[config.mk]
export PLATFORM = sky130hd
export DESIGN_NAME = sfr_bus_ctrl
export DESIGN_NICKNAME = d
export VERILOG_FILES = /design/src/rtl/sfr_bus_ctrl.sv
export SDC_FILE = /design/constraint.sdc
export NUM_CORES = 1
export LEC_CHECK = 0
export CORE_ASPECT_RATIO = 1.2
export CORE_UTILIZATION = 37
export DETAILED_ROUTE_END_ITERATION = 8
export GPL_ROUTABILITY_DRIVEN = 0
export PLACE_DENSITY = 0.8
export REMOVE_ABC_BUFFERS = 1
export SYNTH_ARGS = -nofsm -noshare
export SYNTH_HDL_FRONTEND = slang
export SYNTH_SLANG_ARGS = --single-unit
export TNS_END_PERCENT = 100
[constraint.sdc]
create_clock -name clk -period 2.2 [get_ports clk]
set_clock_uncertainty 0.2 [all_clocks]
set_input_delay 0.33 -clock clk [delete_from_list [all_inputs] [get_ports clk]]
set_output_delay 0.33 -clock clk [all_outputs]
set_load 0.01 [all_outputs]
[src/rtl/sfr_bus_ctrl.sv]
// sfr_bus_ctrl: bridges single core requests onto a shared 8051-style SFR
// bus. A request is latched in IDLE and decoded to a slot strobe. Valid
// requests then go through one DRIVE cycle and one DONE (ack) cycle.
// Invalid addresses skip DRIVE and complete with err.
//
// Ports
//   clk, reset          clock, async active-low reset
//   req, op, addr       request, access type {bit, write}, byte/bit address
//   wdata, wbit         byte / bit write data
//   busy, ack, err      in-progress flag, completion pulse, error qualifier
//   rdata, rbit         last captured byte / bit read data
//   sfr_en, sfr_oe      per-slot write strobe / output enable (DRIVE only)
//   sfr_Bb              1 = byte access, 0 = bit access
//   sfr_position        one-hot bit position for bit ops
//   sfr_din, sfr_bin    shared write data / bit
//   sfr_dout, sfr_bout  shared read bus / bit line
module sfr_bus_ctrl #(
   parameter int WIDTH = 8,
   parameter int NSFR  = 16
) (
   input  logic             clk,
   input  logic             reset,
   input  logic             req,
   input  logic [1:0]       op,
   input  logic [7:0]       addr,
   input  logic [WIDTH-1:0] wdata,
   input  logic             wbit,
   output logic             busy,
   output logic             ack,
   output logic             err,
   output logic [WIDTH-1:0] rdata,
   output logic             rbit,
   output logic [NSFR-1:0]  sfr_en,
   output logic [NSFR-1:0]  sfr_oe,
   output logic             sfr_Bb,
   output logic [WIDTH-1:0] sfr_position,
   output logic [WIDTH-1:0] sfr_din,
   output logic             sfr_bin,
   input  logic [WIDTH-1:0] sfr_dout,
   input  logic             sfr_bout
);

   typedef enum logic [1:0] {IDLE, DRIVE, DONE} state_e;

   localparam logic [NSFR-1:0]  SLOT_ONE = NSFR'(1);
   localparam logic [WIDTH-1:0] POS_ONE  = WIDTH'(1);

   state_e           state_q, state_d;
   logic [1:0]       op_q;
   logic [3:0]       slot_q;
   logic [2:0]       bsel_q;
   logic [WIDTH-1:0] wdata_q;
   logic             wbit_q;
   logic             err_q;
   logic [WIDTH-1:0] rdata_q;
   logic             rbit_q;

   logic accept, valid;

   assign accept = (state_q == IDLE) && req;
   // Byte ops must hit an 8-aligned address; slots beyond NSFR are unmapped.
   assign valid  = addr[7] && (op[1] || (addr[2:0] == 3'd0)) &&
                   (int'(addr[6:3]) < NSFR);

   always_comb begin
      state_d = state_q;
      case (state_q)
         IDLE:    if (req) state_d = valid ? DRIVE : DONE;
         DRIVE:   state_d = DONE;
         DONE:    state_d = IDLE;
         default: state_d = IDLE;
      endcase
   end

   always_ff @(posedge clk or negedge reset) begin
      if (!reset) begin
         state_q <= IDLE;
         op_q    <= '0;
         slot_q  <= '0;
         bsel_q  <= '0;
         wdata_q <= '0;
         wbit_q  <= 1'b0;
         err_q   <= 1'b0;
         rdata_q <= '0;
         rbit_q  <= 1'b0;
      end else begin
         state_q <= state_d;
         if (accept) begin
            op_q    <= op;
            slot_q  <= addr[6:3];
            bsel_q  <= addr[2:0];
            wdata_q <= wdata;
            wbit_q  <= wbit;
            err_q   <= !valid;
         end
         // The SFR presents read data from the falling edge inside DRIVE,
         // so the edge that ends DRIVE captures it.
         if (state_q == DRIVE && !op_q[0]) begin
            if (op_q[1]) rbit_q  <= sfr_bout;
            else         rdata_q <= sfr_dout;
         end
      end
   end

   always_comb begin
      sfr_en       = '0;
      sfr_oe       = '0;
      sfr_Bb       = 1'b1;
      sfr_position = '0;
      sfr_din      = '0;
      sfr_bin      = 1'b0;
      if (state_q == DRIVE) begin
         if (op_q[0]) sfr_en = SLOT_ONE << slot_q;
         else         sfr_oe = SLOT_ONE << slot_q;
         sfr_Bb       = !op_q[1];
         sfr_position = op_q[1] ? (POS_ONE << bsel_q) : '0;
         sfr_din      = wdata_q;
         sfr_bin      = wbit_q;
      end
   end

   assign busy  = (state_q != IDLE);
   assign ack   = (state_q == DONE);
   assign err   = (state_q == DONE) && err_q;
   assign rdata = rdata_q;
   assign rbit  = rbit_q;

endmodule

==> impl_metrics.ini, run 1 <==
[outcome]
outcome = complete, but fails checks
violations = setup timing

[finish]
final_util_pct = 67.1
layout.cells.non_filler = 309
n_antenna_cell = 0
fillers = 358
nets = 285
layout-drive-gt1-share_pct = 21.6
regArea_um2 = 751
area_growth_pct = 74.1
multiInputGateArea_um2 = 726

[power]
cell_internal_pwr_mw = 1.39
power_density_mw_per_mm2 = 723
p_sw_share_pct = 27.5
clockPowerShare_pct = 28.1
p_leak_nw = 1.26
switchingPower_mw = 0.527
seqPwrFrac_pct = 41.6
ir_drop_mv = 0.665
combPwrFrac_pct = 30.3

[setup_path]
r2r-start = op_q[0]
r2r-end = rdata[2]
rrSetupSlack_ps = 200
arrival_ps = 1820
end_kind = primary output
setup.worst_path.end = sfr_oe[9]
critical_path.max_fanout = 5
start_kind = register
path_class = register to primary output
crit_start = op_q[0]
cp_slowest_cell = clkdlybuf4s50_1
reg2regPathDepth = 5
cpPeakStageDelay_ps = 540
required_ps = 1670
cp_cell_sequence = nor3b_4 -> nand2_1 -> nor2_1 -> clkdlybuf4s50_1

[yosys]
syn_area_mm2 = 0.00152
synth_area_per_cell_um2 = 10.1
ys_warn_count = 0
yosysSeqAreaShare_pct = 49.4
syn_inst = 150
ys_ff_latch = 30
yosys-top-cells-area = dfrtp_1, mux2_2, nor2_1
yosysTopAreaCell = dfrtp_1
yosys.area.top_type_share_pct = 49.4
ys_types = 22

[place]
io_buffer_count = 92
dp_cells = 297
dp_hpwl_um = 3090

[grt]
grt_max_degree = 31
antenna_found_initial = 0
grt_pass1_wl_um = 6270
grt_usage_pct = 19.8
grt_overflow = 0
grt_pass1_vias = 1407

[timing]
fin_crit_ps = 2350
rsz0062_at_grt = yes
maxClockFrequency_mhz = 426
timing.final.ws_setup_ps = -148
finalMaxSlewViolations = 0
report.final.setup_viol = 14
slew_headroom_pct = 74.9
finalCritPeriodShare_pct = 107
worst_pin_slew_ps = 376
hold_viol = 0

[cts]
cts_sinks = 30
cts_tree = built
htreeDepth = 2
cts_root_buf = clkbuf_8
clk_pin_slew_worst_paths_ps = 60
insertion_delay_ps = 280
numCtsBuffers = 5
clockBufferDepth = 2

[die]
dieArea_mm2 = 0.00437
row_count = 25
initial_core_util_pct = 38.6
core_mm2 = 0.00394
ios = 93
die_x_um = 60.5
die_h_um = 72.2

[drt]
ant_nets = 0
wirelength_um = 3940
drt_iter0_drc = 18
drt_pass1_iterations = 4
drc = 0
wl_per_cell_um = 12.7
via_count = 1436
vias_per_cell = 4.65

[job]
cap_violations = 0

[min_path]
hp-class = primary input to async pin
-- logic make-up (layout without fill, tap and decap cells) --
family / Yosys count / in the layout / share of synthesized area, %
AOI/OAI and AO/OA: 2 / 2 / 0.905
buffers and inverters: 10 / 115 / 3.54
DFF: 30 / 30 / 49.4
muxes: 28 / 28 / 20.7
and+or+nand+nor: 80 / 80 / 25.4
-- per-stage QoR --
step	instance area (um^2)	setup WS, ps	hold slack [ps]	TNS, ps	total power [mW]
after global routing	2650	-269	252	-3770	2.02
after detailed placement	2550	89.9	293	0	1.40
after global placement	2550	118	283	0	1.38
after CTS	2640	-176	237	-1860	1.94
final	2650	-148	226	-1610	1.91
after floorplan	1470	-507	-166	-9890	1.06
-- power by group through the flow --
stage          Combinational [mW]  Clock, mW  Sequential [mW]
2_1_floorplan               0.235          0            0.823
3_3_place_gp                0.580          0            0.798
3_5_place_dp                0.592          0            0.805
4_1_cts                     0.590      0.551            0.798
5_1_grt                     0.625      0.579            0.820
6_report                    0.580      0.538            0.796
-- registers in the layout, summed over array words and instances (netlist names) --
name     count
rbit         1
wbit_q       1
state_q      2
wdata_q      8
err_q        1
bsel_q       3
op_q         2
slot_q       4
rdata        8
-- layout by cell type (no fill, tap or decap), types with 2 or more instances in the layout --
| cell | n |
|---|---|
| clkbuf_8 | 5 |
| dlygate4sd2_1 | 38 |
| nor2b_1 | 3 |
| nand2b_1 | 4 |
| dfrtp_1 | 30 |
| mux2_2 | 28 |
| nand3_1 | 4 |
| and2_1 | 10 |
| clkdlybuf4s50_1 | 51 |
| or2_2 | 2 |
| nor3_1 | 3 |
| nor2_1 | 41 |
| inv_1 | 2 |
| buf_4 | 12 |
| clkinv_2 | 2 |
| nand2_1 | 7 |
| clkdlybuf4s15_1 | 2 |
-- how the worst min path moves through the flow --
stage	cells after the start	startpoint	endpoint
floorplan	0	reset	bsel_q[0]
global placement	1	wdata_q[5]	wdata_q[5]
detailed placement	1	wdata_q[3]	wdata_q[3]
CTS	2	reset	wdata_q[2]
global route	2	reset	wdata_q[2]
finish	2	reset	wdata_q[2]
-- metal layers --
metal | GRT usage, % | part of all wire [%] | wire length, um
met2 | 36.6 | 54 | 2140
met5 | 0 | 0 | 0
met4 | 7.83 | 1.6 | 64
met3 | 6.95 | 7.8 | 306
met1 | 19.5 | 36 | 1420
-- what timing repair did --
item                       4_1_cts  5_1_grt
hold endpoints to repair         0        0
cloned                           0        0
gates resized for setup         43        1
hold buffers                     0        0
setup buffers                    4        0
setup endpoints to repair       51       36
pin swaps                        2        0
-- cell usage after synthesis --
| library cell | number |
|---|---|
| nand3b_1 | 1 |
| and2_1 | 10 |
| nand2b_1 | 4 |
| buf_6 | 1 |
| nor3_1 | 3 |
| nand3_1 | 5 |
| a31o_2 | 1 |
| buf_4 | 2 |
| inv_1 | 2 |
| mux2_2 | 28 |
| nor2_1 | 41 |
| clkbuf_1 | 4 |
| nor3b_4 | 1 |
| nor3b_1 | 1 |
| nor2b_1 | 3 |
| clkbuf_2 | 1 |
| o21ai_0 | 1 |
| nand4_1 | 1 |
| and2b_1 | 1 |
| or2_2 | 2 |
| dfrtp_1 | 30 |
| nand2_1 | 7 |
-- final cells by class --
class / count / area share (%)
Multi-Input combinational cell: 110 / 27.4
Inverter: 2 / 0.284
Clock inverter: 3 / 1.51
Sequential cell: 30 / 28.4
Timing Repair Buffer: 105 / 37.3
Tap cell: 54 / 2.55
Clock buffer: 5 / 2.60
-- worst max-delay path: cells and delay by family, from the launching register on --
kind / cells / cell delay, ps
DFF: 1 / 410
buffers and inverters: 1 / 540
and+or+nand+nor: 3 / 580
No activity file was read; power rests on OpenSTA's default activity.
==> run 2: changes to the inputs <==
--- a/config.mk
+++ b/config.mk
@@ -6,6 +6,7 @@
 export NUM_CORES = 1
 export LEC_CHECK = 0
 export CORE_ASPECT_RATIO = 1.2
+export CORE_MARGIN = 1
 export CORE_UTILIZATION = 37
 export DETAILED_ROUTE_END_ITERATION = 8
 export GPL_ROUTABILITY_DRIVEN = 0
==> results of run 2 <==
Same layout as run 1: the final DEF is identical, and so are final timing and power.
